## src/rtl/disp_pkg.sv

```systemverilog
// Shared constants and helpers for the display scan multiplexer and its scan timer.
package disp_pkg;

    localparam int DEFAULT_PRESCALE = 50000;

    // Anode drivers are active-low.
    localparam logic AN_ON = 1'b0;

    function automatic int clog2(input int value);
        int result;
        int rem;
        result = 0;
        rem    = value - 1;
        while (rem > 0) begin
            result = result + 1;
            rem    = rem >> 1;
        end
        return result;
    endfunction

endpackage

```

## src/rtl/disp_scan_mux_scan_timer.sv

```systemverilog
// Prescaler plus slot index counter; reusable for any row/column scanning job.
module scan_timer
    import disp_pkg::*;
#(
    parameter int DIGITS   = 4,
    parameter int PRESCALE = DEFAULT_PRESCALE,
    localparam int SW      = clog2(DIGITS),
    localparam int PCW     = clog2(PRESCALE)
) (
    input  logic           clk,
    input  logic           rst_n,
    output logic [PCW-1:0] o_pc,
    output logic [SW-1:0]  o_s,
    output logic           o_slot_adv,
    output logic           o_frame_end
);

    localparam logic [PCW-1:0] PC_LAST = PCW'(PRESCALE - 1);
    localparam logic [SW-1:0]  S_LAST  = SW'(DIGITS - 1);

    logic [PCW-1:0] r_pc;
    logic [SW-1:0]  r_s;
    logic           w_slot_adv;

    assign w_slot_adv  = (r_pc == PC_LAST);
    assign o_slot_adv  = w_slot_adv;
    assign o_frame_end = w_slot_adv && (r_s == S_LAST);
    assign o_pc        = r_pc;
    assign o_s         = r_s;

    always_ff @(posedge clk) begin
        if (!rst_n) begin
            r_pc <= '0;
            r_s  <= '0;
        end else if (w_slot_adv) begin
            r_pc <= '0;
            r_s  <= (r_s == S_LAST) ? '0 : r_s + 1'b1;
        end else begin
            r_pc <= r_pc + 1'b1;
        end
    end

endmodule

```

## src/rtl/disp_scan_mux.sv

```systemverilog
// Multiplexed display scanner: owns its scan timing, double-buffers digit data/mask
// so updates land on a frame boundary, and blanks anodes for GUARD cycles per slot.
module disp_scan_mux
    import disp_pkg::*;
#(
    parameter int DIGITS    = 4,
    parameter int W         = 4,
    parameter int PRESCALE  = DEFAULT_PRESCALE,
    parameter int GUARD     = 1,
    parameter int SYNC_LOAD = 1,
    localparam int SW       = clog2(DIGITS)
) (
    input  logic                  clk,
    input  logic                  rst_n,
    input  logic [DIGITS*W-1:0]   i,
    input  logic [DIGITS-1:0]     dm,
    input  logic                  ld,
    output logic [W-1:0]          y,
    output logic [SW-1:0]         s,
    output logic [DIGITS-1:0]     an,
    output logic                  frame,
    output logic                  pend
);

    localparam int PCW = clog2(PRESCALE);
    localparam logic [SW-1:0] S_LAST = SW'(DIGITS - 1);

    logic [PCW-1:0]      w_pc;
    logic [SW-1:0]       w_s;
    logic                w_slot_adv;
    logic                w_frame_end;
    logic                w_guard_ok;

    logic [DIGITS*W-1:0] r_shadow_d;
    logic [DIGITS-1:0]   r_shadow_m;
    logic                r_frame;

    scan_timer #(
        .DIGITS   (DIGITS),
        .PRESCALE (PRESCALE)
    ) u_scan_timer (
        .clk         (clk),
        .rst_n       (rst_n),
        .o_pc        (w_pc),
        .o_s         (w_s),
        .o_slot_adv  (w_slot_adv),
        .o_frame_end (w_frame_end)
    );

    if (GUARD == 0) begin : g_no_guard
        assign w_guard_ok = 1'b1;
    end else begin : g_guard
        assign w_guard_ok = (w_pc >= PCW'(GUARD));
    end

    if (SYNC_LOAD != 0) begin : g_sync_load
        logic [DIGITS*W-1:0] r_pend_d;
        logic [DIGITS-1:0]   r_pend_m;
        logic                r_pend;

        // A load arriving on the frame-end cycle is newer than anything pending,
        // so it goes straight to the shadow and the pending copy is dropped.
        always_ff @(posedge clk) begin
            if (!rst_n) begin
                r_shadow_d <= '0;
                r_shadow_m <= '0;
                r_pend_d   <= '0;
                r_pend_m   <= '0;
                r_pend     <= 1'b0;
            end else if (w_slot_adv && (w_s == S_LAST)) begin
                if (ld) begin
                    r_shadow_d <= i;
                    r_shadow_m <= dm;
                end else if (r_pend) begin
                    r_shadow_d <= r_pend_d;
                    r_shadow_m <= r_pend_m;
                end
                r_pend <= 1'b0;
            end else if (ld) begin
                r_pend_d <= i;
                r_pend_m <= dm;
                r_pend   <= 1'b1;
            end
        end

        assign pend = r_pend;
    end else begin : g_direct_load
        always_ff @(posedge clk) begin
            if (!rst_n) begin
                r_shadow_d <= '0;
                r_shadow_m <= '0;
            end else if (ld) begin
                r_shadow_d <= i;
                r_shadow_m <= dm;
            end
        end

        assign pend = 1'b0;
    end

    always_ff @(posedge clk) begin
        if (!rst_n) begin
            r_frame <= 1'b0;
        end else begin
            r_frame <= w_frame_end;
        end
    end

    always_comb begin
        y  = '0;
        an = {DIGITS{~AN_ON}};
        for (int k = 0; k < DIGITS; k++) begin
            if (w_s == SW'(k)) begin
                y = r_shadow_d[k*W +: W];
                if (w_guard_ok && r_shadow_m[k]) begin
                    an[k] = AN_ON;
                end
            end
        end
    end

    assign s     = w_s;
    assign frame = r_frame;

endmodule

```

## config.mk

```make
export PLATFORM = sky130hd
export DESIGN_NAME = disp_scan_mux
export DESIGN_NICKNAME = d
export VERILOG_FILES = /design/src/rtl/disp_pkg.sv /design/src/rtl/disp_scan_mux_scan_timer.sv /design/src/rtl/disp_scan_mux.sv
export SDC_FILE = /design/constraint.sdc
export NUM_CORES = 1
export LEC_CHECK = 0
export CAP_MARGIN = 20
export CELL_PAD_IN_SITES_DETAIL_PLACEMENT = 0
export CELL_PAD_IN_SITES_GLOBAL_PLACEMENT = 1
export CORE_MARGIN = 4
export CORE_UTILIZATION = 50
export CTS_CLUSTER_DIAMETER = 50
export CTS_CLUSTER_SIZE = 10
export DETAILED_ROUTE_END_ITERATION = 7
export DONT_BUFFER_PORTS = 1
export PLACE_DENSITY = 0.85
export SLEW_MARGIN = 40
export SYNTH_ARGS = -nofsm -noshare
export SYNTH_HDL_FRONTEND = slang
export SYNTH_SLANG_ARGS = --single-unit
```

## constraint.sdc

```tcl
create_clock -name clk -period 3.9 [get_ports clk]
set_input_delay 0.78 -clock clk [delete_from_list [all_inputs] [get_ports clk]]
set_output_delay 0.78 -clock clk [all_outputs]
set_load 0.1 [all_outputs]
```

* Yosys cells after proc, flatten, opt, wreduce, memory -nomap -nowiden
Index checks and enable logic that the tools add are counted.
** Storage, ports and cells
- Flip-flop bits (word level) :: 60
- Output and inout port bits :: 12
- Word-level logic and storage cells :: 45
- Input port bits :: 23
** Cells by class
- Reductions and logical operators :: 11
- Order comparisons :: 1
- Add/sub/neg operators :: 2
- Muxes and demuxes :: 17
- Bitwise logic cells :: 2
- Eq/ne operators :: 4
** Operators with widths (number)
- $mux W16 :: 2
- $mux W4 :: 6
- $add A16 B1 Y16 const B :: 1
- $eq A16 B16 Y1 const B :: 1
- $ge A16 B1 Y1 const B :: 1
- $mux W1 :: 8
- $logic_and A1 B1 Y1 :: 5
- $eq A2 B2 Y1 const B :: 2
- $reduce_and A2 Y1 :: 2
- $reduce_or A2 Y1 :: 2
- $add A2 B1 Y2 const B :: 1
- $eq A2 B1 Y1 const B :: 1
- $logic_not A2 Y1 :: 1
- $mux W2 :: 1
- $not A1 Y1 :: 2
- $reduce_bool A2 Y1 :: 1

* Longest topological paths before layout
Gate-level depths: netlist of run 1.
- Depth after elaboration :: 5
- Gate-level depth with buffers :: 6
- Mapped depth without buffers :: 6

* By module
From an unflattened synthesis of run 1, not the netlist that was laid out.
** Unflattened totals
- Cells, all modules :: 290
- Area total of the unflattened synthesis :: 2805.2 µm²
** Modules (own cells, without submodules)
- disp_scan_mux :: sequential area each 840.8 µm², cells each 200, area an instance 2011.9 µm², times used 1
- scan_timer :: sequential area each 360.3 µm², cells each 90, area an instance 793.3 µm², times used 1

* Worst setup path after synthesis of run 1
Ideal clock, no wire load.
- Path type :: register -> output
- Start :: register u_scan_timer.r_s[1] (netlist: u_scan_timer.o_s[1])
- End :: output port y[0]
- Path slack :: -0.762 ns
- Arrival :: 3.882 ns
- Stages on the path, launching flop included :: 7
- Buffers on the path :: 0
- Cells stage by stage :: dfxtp_1 -> inv_1 -> ha_1 -> nand3b_1 -> a21oi_1 -> a21oi_1 -> o21ai_0
** Between the ends
- Cells in the longest elaborated chain, start to end :: 5
** RTL lines
- from (decl) :: line disp_scan_mux_scan_timer.sv:22 : logic [SW-1:0] r_s;
- from (signal assigned) :: line disp_scan_mux_scan_timer.sv:37 : r_s <= (r_s == S_LAST) ? '0 : r_s + 1'b1;
- $logic_not A2 Y1 :: line disp_scan_mux.sv:113 : if (w_s == SW'(k)) begin
- $mux W4 (3 in series) :: line disp_scan_mux.sv:113
- $mux W4 (*) :: line disp_scan_mux.sv:113
- to (decl) :: line disp_scan_mux.sv:18 : output logic [W-1:0] y,
Mark *: on every way between the ends. The rest lies on a longest branch, timed or not.

* Final worst setup path of run 1
- Start :: register u_scan_timer.r_s[1] (netlist: u_scan_timer.o_s[1])
- End :: output port y[2]
Same word-level chain as after synthesis.

==> results.json, run 1 <==
{
  "synth.yosys.seq_area_share": 0.406,
  "drt_wl_total_um": 5910,
  "core_area_sq_um": 5610,
  "fp.dieArea_sq_um": 7210,
  "path_clk_slew_ns": 0.06,
  "switching_power_mw": 0.268,
  "fin_worst_skew_ns": 0.00359,
  "synth_warnings": 0,
  "io_pins": 35,
  "fillers": 542,
  "peakVddDrop_v": 0.000305,
  "mostFrequentLayoutCells": "nand2_1 (92), dfxtp_1 (58), mux2i_1 (40), mux2_2 (20), nor2_1 (15)",
  "area_delta_synth_final_pct": 9.86,
  "rsz0062_at_grt": "false",
  "clock_latency_ns": 0.33,
  "critPathLaunchType": "register",
  "cts_buffers": 9,
  "place.gp.congestion": 0.887,
  "setup_tns_ns": 0,
  "p_leak_nw": 1.24,
  "crit_type": "reg -> out",
  "post_cts_resized": 0,
  "syn_area_per_cell_sq_um": 8.70,
  "remaining_drc_errors": 0,
  "cellPowerDensity_nw_per_um2": 375,
  "cp_cell_sequence": "buf_4, inv_1, ha_1, nand3b_1, a21oi_1, a21oi_1, o21ai_2, buf_4",
  "fp-row-count": 27,
  "finalSetupViolCount": 0,
  "antenna_found_initial": 0,
  "maxCapViolations": 0,
  "hold_path.class": "reg -> reg",
  "syn_area_sq_um": 2960,
  "multi_input_area_sq_um": 1660,
  "report.final.slew_viol_count": 0,
  "design_area_sq_um": 3250,
  "place_area_sq_um": 3070,
  "htreeDepth": 3,
  "met2_length_um": 2910,
  "root_buffer": "clkbuf_8",
  "critPathMaxStageDelay_ns": 0.31,
  "drtIter0Drc": 118,
  "layout-drive-gt1-share": 0.164,
  "io_buffer_count": 0,
  "dp_hpwl_um": 4140,
  "grt.total_usage": 0.177,
  "drt.antenna.violating_nets": 0,
  "worstMarginPinSlew_ns": 0.671,
  "crit_family": "buffers and inverters",
  "grt_max_degree": 87,
  "critPathMaxFanout": 9,
  "wl_met3_um": 337,
  "slowest_stage": "buf_4",
  "pwr-share-comb": 0.055,
  "clk_path_buf_depth": 2,
  "ys_types": 35,
  "n_antenna_cell": 0,
  "period_share": 0.759,
  "hold_violations": 0,
  "synth-seq-cells": 60,
  "grt_pass1_wl_um": 10100,
  "numClockSinks": 60,
  "cts_tree": "done",
  "pwr-share-seq": 0.529,
  "seqCellArea_sq_um": 1200,
  "intPower_mw": 0.949,
  "die_h_um": 84.9,
  "critPathBufInv": 3,
  "wl_per_cell_um": 14.1,
  "clkPwrFrac": 0.416,
  "grt_pass1_vias": 2138,
  "die_width_um": 84.9,
  "switching_share": 0.220,
  "m1WireLength_um": 2560,
  "fin_nets": 373,
  "start_util": 0.527,
  "slew_headroom": 0.552,
  "cp.required_ns": 3.12,
  "first_pass_iters": 4,
  "cts_hold_buf": 0,
  "syn_nets": 370,
  "min_period_ns": 2.96,
  "vias": 2249,
  "routed_via_density": 5.35,
  "p_total_mw": 1.22,
  "layout_commonest_cell": "nand2_1",
  "max_freq_mhz": 338,
  "highest_layer": "met4",
  "grt_overflow": 0,
  "critPathCaptureType": "output pin",
  "cts_setup_buffers": 0,
  "outcome": "finished clean",
  "arrival_ns": 2.18,
  "syn_inst": 340
}
[metrics by stage]
stage                     hold slack (ns)  std cells   util  setup slack (ns)
after global routing                0.475        420  0.579             0.753
after global placement              0.440        404  0.547              1.31
final                               0.455        420  0.579             0.939
after detailed placement            0.447        404  0.547              1.28
after CTS                           0.457        420  0.579             0.914
after floorplan                     0.432        340      -             0.519
[routing by layer]
layer  vias up  global-route usage
li1       1162                   -
met1      1041               0.212
met2        36               0.290
met3        10              0.0641
met4         0              0.0647
met5         -                   0
[final timing paths]
kind | depth (start not counted) | end | startpoint | slack (ns)
max reg2reg | 5 | g_sync_load.r_pend_d[3] | u_scan_timer.o_pc[13] | 1.40
min reg2reg | 2 | g_sync_load.r_pend_d[1] | g_sync_load.r_pend_d[1] | 0.45
min | 2 | g_sync_load.r_pend_d[1] | g_sync_load.r_pend_d[1] | 0.45
max | 8 | y[2] | u_scan_timer.o_s[1] | 0.94
[sequential cells by signal (all words and copies together), names as in the netlist]
| register | cells |
|---|---|
| g_sync_load.r_pend_m | 4 |
| u_scan_timer.o_pc | 16 |
| u_scan_timer.o_s | 2 |
| r_shadow_d | 16 |
| g_sync_load.r_pend_d | 16 |
| pend | 1 |
| r_shadow_m | 4 |
| frame | 1 |
[area by class of cell]
type	instances	share of cell area
multi-input combinational	254	0.511
clock buffer	15	0.0543
timing repair buffer	12	0.0277
tap	72	0.0277
clock inverter	1	0.00154
sequential	60	0.370
inverter	6	0.00693
[worst reg2reg max path, stage by stage (launching register included)]
cell     delay [ns]
dfxtp_1        0.34
or4_4          0.56
nor4b_1        0.57
a31oi_2        0.41
buf_4          0.34
mux2i_1        0.16
[logic make-up after synthesis]
logic type,count (synthesis),share of synthesized area
buf+inv,26,0.0393
flops,60,0.406
mux,60,0.212
xor+xnor,11,0.0326
fa+ha+maj,7,0.0296
compound gates,27,0.0499
simple gates,149,0.231
[synthesized netlist by cell type]
| cell | instances | area (sq um) |
|---|---|---|
| nand2_1 | 92 | 345 |
| dfxtp_1 | 60 | 1200 |
| mux2i_1 | 40 | 400 |
| mux2_2 | 20 | 225 |
| nor2_1 | 15 | 56.3 |
| a21oi_1 | 13 | 65.1 |
| clkbuf_1 | 13 | 48.8 |
| nand3_1 | 10 | 50.1 |
| o21ai_0 | 9 | 45.0 |
| ha_1 | 7 | 87.6 |
| nand4_1 | 7 | 43.8 |
| xor2_1 | 7 | 61.3 |
| inv_1 | 6 | 22.5 |
| nand3b_1 | 4 | 30.0 |
| nor3_1 | 4 | 20.0 |
| xnor2_1 | 4 | 35.0 |
| and3_1 | 3 | 18.8 |
| buf_2 | 3 | 15.0 |
| or3_1 | 3 | 18.8 |
| buf_1 | 2 | 7.51 |
| buf_6 | 2 | 22.5 |
| nor4_1 | 2 | 12.5 |
| nor4b_1 | 2 | 17.5 |
| a21boi_0 | 1 | 7.51 |
| a31oi_1 | 1 | 6.26 |
| and2_1 | 1 | 6.26 |
| and4_1 | 1 | 8.76 |
| nor3_4 | 1 | 16.3 |
| o21a_1 | 1 | 7.51 |
| o21ai_2 | 1 | 8.76 |
| o31ai_1 | 1 | 7.51 |
| or2_2 | 1 | 6.26 |
| or4_1 | 1 | 7.51 |
| or4_4 | 1 | 11.3 |
| or4b_4 | 1 | 13.8 |
[power groups by stage]
stage,combinational [mW],sequential (mW),clock (mW)
after floorplan,0.0711,0.655,0
after global routing,0.0763,0.645,0.553
after CTS,0.0689,0.644,0.522
after global placement,0.0670,0.656,0
after detailed placement,0.0685,0.657,0
final,0.0675,0.643,0.506
Note: power is estimated with default switching activity, not from simulation.
==> run 2: changes to the inputs <==
--- a/config.mk
+++ b/config.mk
@@ -9,12 +9,12 @@
 export CELL_PAD_IN_SITES_DETAIL_PLACEMENT = 0
 export CELL_PAD_IN_SITES_GLOBAL_PLACEMENT = 1
 export CORE_MARGIN = 4
-export CORE_UTILIZATION = 50
+export CORE_UTILIZATION = 47
 export CTS_CLUSTER_DIAMETER = 50
 export CTS_CLUSTER_SIZE = 10
 export DETAILED_ROUTE_END_ITERATION = 7
 export DONT_BUFFER_PORTS = 1
-export PLACE_DENSITY = 0.85
+export PLACE_DENSITY = 0.81
 export SLEW_MARGIN = 40
 export SYNTH_ARGS = -nofsm -noshare
 export SYNTH_HDL_FRONTEND = slang
==> constraint.sdc (replaced) <==
create_clock -name clk -period 2.85 [get_ports clk]
set_input_delay 0.57 -clock clk [delete_from_list [all_inputs] [get_ports clk]]
set_output_delay 0.57 -clock clk [all_outputs]
set_load 0.1 [all_outputs]
==> run 2 against run 1 <==
  * Clock-buffer cell count is 3 lower
  * Via count is 0.49% higher
  * Die area is 5.8% higher
  * Routed wire length is 1.8% higher
  * Critical endpoint is now an[1]
  * Final area is 4.0% higher
  * Worst setup slack worse by 0.77 ns
  * Highest routed layer unchanged
  * Sequential power is 36% higher
  * Sequential share of layout area is 1.4 points lower
==> results.json, run 2 (synthesis results as in run 1) <==
{
  "wl_per_cell_um": 14.2,
  "root_buffer": "clkbuf_8",
  "grt_overflow": 0,
  "antenna_found_initial": 0,
  "cp_cell_sequence": "or4_4, nor2_1, nand4_1, nand3_1, buf_4",
  "clock_latency_ns": 0.34,
  "critPathMaxFanout": 5,
  "critPathLaunch": "u_scan_timer.o_pc[13]",
  "dp_hpwl_um": 4210,
  "pwr-share-comb": 0.061,
  "grt_pass1_vias": 2170,
  "hold_violations": 0,
  "cts_setup_buffers": 0,
  "layout_setup_ws_ns": 0.164,
  "regToRegStartpoint": "u_scan_timer.o_pc[13]",
  "instances_no_fill": 425,
  "cts_tree": "done",
  "layout-drive-gt1-share": 0.180,
  "critPathBufInv": 1,
  "maxCapViolations": 0,
  "place.gp.congestion": 0.801,
  "die_width_um": 87.3,
  "hold_slack_ns": 0.364,
  "htreeDepth": 3,
  "grt_max_degree": 87,
  "cp.required_ns": 2.28,
  "clk_path_buf_depth": 2,
  "critPathCaptureType": "output pin",
  "switching_power_mw": 0.368,
  "mostFrequentLayoutCells": "nand2_1 (92), dfxtp_1 (57), mux2i_1 (40), mux2_2 (20), nor2_1 (15)",
  "p_total_mw": 1.72,
  "rsz0062_at_grt": "false",
  "drt.antenna.violating_nets": 0,
  "io_pins": 35,
  "intPower_mw": 1.35,
  "grt_pass1_wl_um": 10200,
  "area_delta_synth_final_pct": 14.2,
  "place_ws_ns": 0.533,
  "critPathLaunchType": "register",
  "n_antenna_cell": 0,
  "first_pass_iters": 4,
  "numClockSinks": 60,
  "arrival_ns": 2.12,
  "peakVddDrop_v": 0.000340,
  "top_usage_layer": "met2",
  "finalSetupViolCount": 0,
  "met1_usage": 0.228,
  "drt_wl_total_um": 6010,
  "remaining_drc_errors": 0,
  "grt.total_usage": 0.172,
  "setup_tns_ns": 0,
  "fp-row-count": 28,
  "pwr-share-seq": 0.506,
  "report.final.slew_viol_count": 0,
  "worstMarginPinSlew_ns": 0.747,
  "slew_headroom": 0.502,
  "met3_usage": 0.0700,
  "cts_buffers": 9,
  "p_leak_nw": 1.28,
  "fin_worst_skew_ns": 0.00670,
  "min_period_ns": 2.69,
  "dp.cells": 411,
  "period_share": 0.942,
  "cts_hold_buf": 0,
  "io_buffer_count": 0,
  "cellPowerDensity_nw_per_um2": 510,
  "routed_via_density": 5.32,
  "fin_nets": 377,
  "switching_share": 0.214,
  "crit_family": "simple AND/OR/NAND/NOR gates",
  "start_util": 0.491,
  "core_area_sq_um": 6030,
  "hp-start": "i[7]",
  "critPathMaxStageDelay_ns": 0.55,
  "fp.dieArea_sq_um": 7630,
  "clkPwrFrac": 0.433,
  "layout_commonest_cell": "nand2_1",
  "max_freq_mhz": 372,
  "vias": 2260,
  "crit_type": "reg -> out",
  "hold_path.class": "in -> reg",
  "path_clk_slew_ns": 0.06,
  "outcome": "finished clean",
  "die_h_um": 87.3,
  "use_met2": 0.250,
  "drtIter0Drc": 104,
  "slowest_stage": "or4_4",
  "post_cts_resized": 0
}
## run 2: changes by cell type in the layout (fill, tap and decap cells not counted)
cell / change
buf_12: +4
bufinv_16: +1
clkbuf_1: -2
clkbuf_8: -1
dfxtp_1: -1
dfxtp_2: +1
nand3_1: -1
nand3_2: +1
o21ai_2: -4
o21ai_4: +4
## run 2: stage by stage
step                       util  instance area [sq um]
after floorplan               -                   3010
after global routing      0.561                   3380
after detailed placement  0.529                   3190
after global placement    0.529                   3190
final                     0.561                   3380
after CTS                 0.561                   3380
## run 2: final timing paths
path	endpoint	slack [ns]	cells after the start
worst max register to register	r_shadow_m[1]	0.60	5
worst max-delay path	an[1]	0.16	5
worst min-delay path	g_sync_load.r_pend_d[7]	0.36	2
worst min register to register	g_sync_load.r_pend_d[4]	0.45	2
## run 2: area by class of cell
cell class              count  area (sq um)
inverters                   6          22.5
flip-flops and latches     60          1200
multi-input cells         254          1700
repair buffers             16           170
well taps                  75          93.8
clock inverters             2          35.0
fillers                   572          2650
clock buffers              12           155
## run 2: power by group through the flow
| stage | Clock [mW] | Sequential [mW] | Combinational, mW |
|---|---|---|---|
| CTS | 0.769 | 0.872 | 0.107 |
| global placement | 0 | 0.890 | 0.104 |
| global route | 0.813 | 0.874 | 0.118 |
| floorplan | 0 | 0.896 | 0.0977 |
| detailed placement | 0 | 0.891 | 0.106 |
| finish | 0.746 | 0.872 | 0.105 |
## run 2: routing by layer
metal | wire length (um) | vias up | part of all wire
li1 | - | 1166 | -
met3 | 441 | 8 | 0.073
met5 | 0 | - | 0
met1 | 2920 | 1036 | 0.49
met2 | 2560 | 50 | 0.43
met4 | 93 | 0 | 0.015
==> run 3: changes to the inputs <==
--- a/config.mk
+++ b/config.mk
@@ -15,6 +15,7 @@
 export DETAILED_ROUTE_END_ITERATION = 7
 export DONT_BUFFER_PORTS = 1
 export PLACE_DENSITY = 0.81
+export REMOVE_ABC_BUFFERS = 1
 export SLEW_MARGIN = 40
 export SYNTH_ARGS = -nofsm -noshare
 export SYNTH_HDL_FRONTEND = slang
==> run 3 against run 2 <==
  * Clock skew is essentially flat
  * Non-clock buffer count shrank 2
  * Flip-flop and latch count is the same
  * Worst setup slack gained 0.046 ns
  * Routed wire length shrank 0.42%
  * Critical path type unchanged
  * Largest cell class unchanged
  * Largest power group unchanged
==> results.json, run 3 (synthesis results as in run 1) <==
{
  "outcome": "finished clean",
  "antenna_found_initial": 0,
  "report.final.slew_viol_count": 0,
  "p_total_mw": 1.64,
  "io_buffer_count": 0,
  "cp.required_ns": 2.28,
  "layout-drive-gt1-share": 0.166,
  "grt_overflow": 0,
  "clk_path_buf_depth": 2,
  "arrival_ns": 2.07,
  "critPathMaxFanout": 14,
  "mostFrequentLayoutCells": "nand2_1 (92), dfxtp_1 (59), mux2i_1 (40), mux2_2 (20), nor2_1 (15)",
  "path_clk_slew_ns": 0.06,
  "fin_worst_skew_ns": 0.00632,
  "cts_tree": "done",
  "peakVddDrop_v": 0.000356,
  "critPathCaptureType": "output pin",
  "cts_buffers": 9,
  "die_h_um": 87.3,
  "cts_hold_buf": 0,
  "clock_latency_ns": 0.34,
  "grt_pass1_wl_um": 10500,
  "p_leak_nw": 1.28,
  "htreeDepth": 3,
  "rsz0062_at_grt": "false",
  "n_antenna_cell": 0,
  "vias": 2258,
  "core_area_sq_um": 6030,
  "numClockSinks": 60,
  "hold_path.class": "in -> reg",
  "hold_slack_ns": 0.360,
  "cts_setup_buffers": 0,
  "fp-row-count": 28,
  "cellPowerDensity_nw_per_um2": 492,
  "worstMarginPinSlew_ns": 0.675,
  "io_pins": 35,
  "routed_via_density": 5.33,
  "grt.total_usage": 0.177,
  "hold_violations": 0,
  "max_freq_mhz": 379,
  "first_pass_iters": 4,
  "finalSetupViolCount": 0,
  "grt_max_degree": 87,
  "drt_wl_total_um": 5990,
  "drt.antenna.violating_nets": 0,
  "area_delta_synth_final_pct": 13.0,
  "min_period_ns": 2.64,
  "maxCapViolations": 0,
  "drtIter0Drc": 110,
  "place.gp.congestion": 0.818,
  "dp_hpwl_um": 4000,
  "slew_headroom": 0.544,
  "remaining_drc_errors": 0,
  "die_width_um": 87.3,
  "period_share": 0.926,
  "start_util": 0.491,
  "critPathLaunchType": "register",
  "reg2reg_depth": 6,
  "crit_type": "reg -> out",
  "fin_nets": 375,
  "layout_commonest_cell": "nand2_1",
  "wl_per_cell_um": 14.1,
  "fp.dieArea_sq_um": 7630,
  "grt_pass1_vias": 2250,
  "post_cts_resized": 0,
  "hold_depth": 1,
  "root_buffer": "clkbuf_8"
}
## run 3: where the power goes
group	internal, mW	total, mW	switching, mW	leakage, nW
sequential	0.861	0.873	0.0119	0.489
combinational	0.0528	0.102	0.0490	0.702
clock	0.356	0.670	0.315	0.0893
## run 3: critical path, stage by stage (launching register included)
cell	delay (ns)
dfxtp_1	0.37
buf_4	0.33
ha_1	0.57
nand2_1	0.14
o21ai_2	0.12
buf_12	0.20
## run 3: per-stage QoR
step / worst slack (ns) / utilization / area [sq um] / TNS, ns / std cells
after CTS: 0.180 / 0.555 / 3340 / 0 / 424
after floorplan: -1.60 / - / 2860 / -9.93 / 320
after detailed placement: 0.461 / 0.527 / 3170 / 0 / 409
after global placement: 0.587 / 0.526 / 3170 / 0 / 409
after global routing: 0.0704 / 0.555 / 3340 / 0 / 424
final: 0.210 / 0.555 / 3340 / 0 / 424
## run 3: worst paths after layout
path / slack, ns / end / startpoint
setup / recovery: 0.21 / y[3] / u_scan_timer.o_s[0]
hold / removal: 0.36 / u_scan_timer.o_pc[2] / rst_n
hold reg to reg: 0.45 / g_sync_load.r_pend_d[1] / g_sync_load.r_pend_d[1]
setup reg to reg: 0.46 / r_shadow_d[4] / u_scan_timer.o_s[0]
## run 3: cell type report
class	instances	area (sq um)
clock buffer	13	159
clock inverter	2	10.0
fill	571	2680
inverter	6	22.5
multi-input combinational	254	1660
sequential	60	1200
tap	75	93.8
timing repair buffer	14	193
## run 3: per-layer routing
| layer | global-route usage | share of wire | wire (um) |
|---|---|---|---|
| met1 | 0.233 | 0.48 | 2890 |
| met2 | 0.258 | 0.43 | 2600 |
| met3 | 0.0681 | 0.067 | 402 |
| met4 | 0.0711 | 0.016 | 98 |
| met5 | 0 | 0 | 0 |
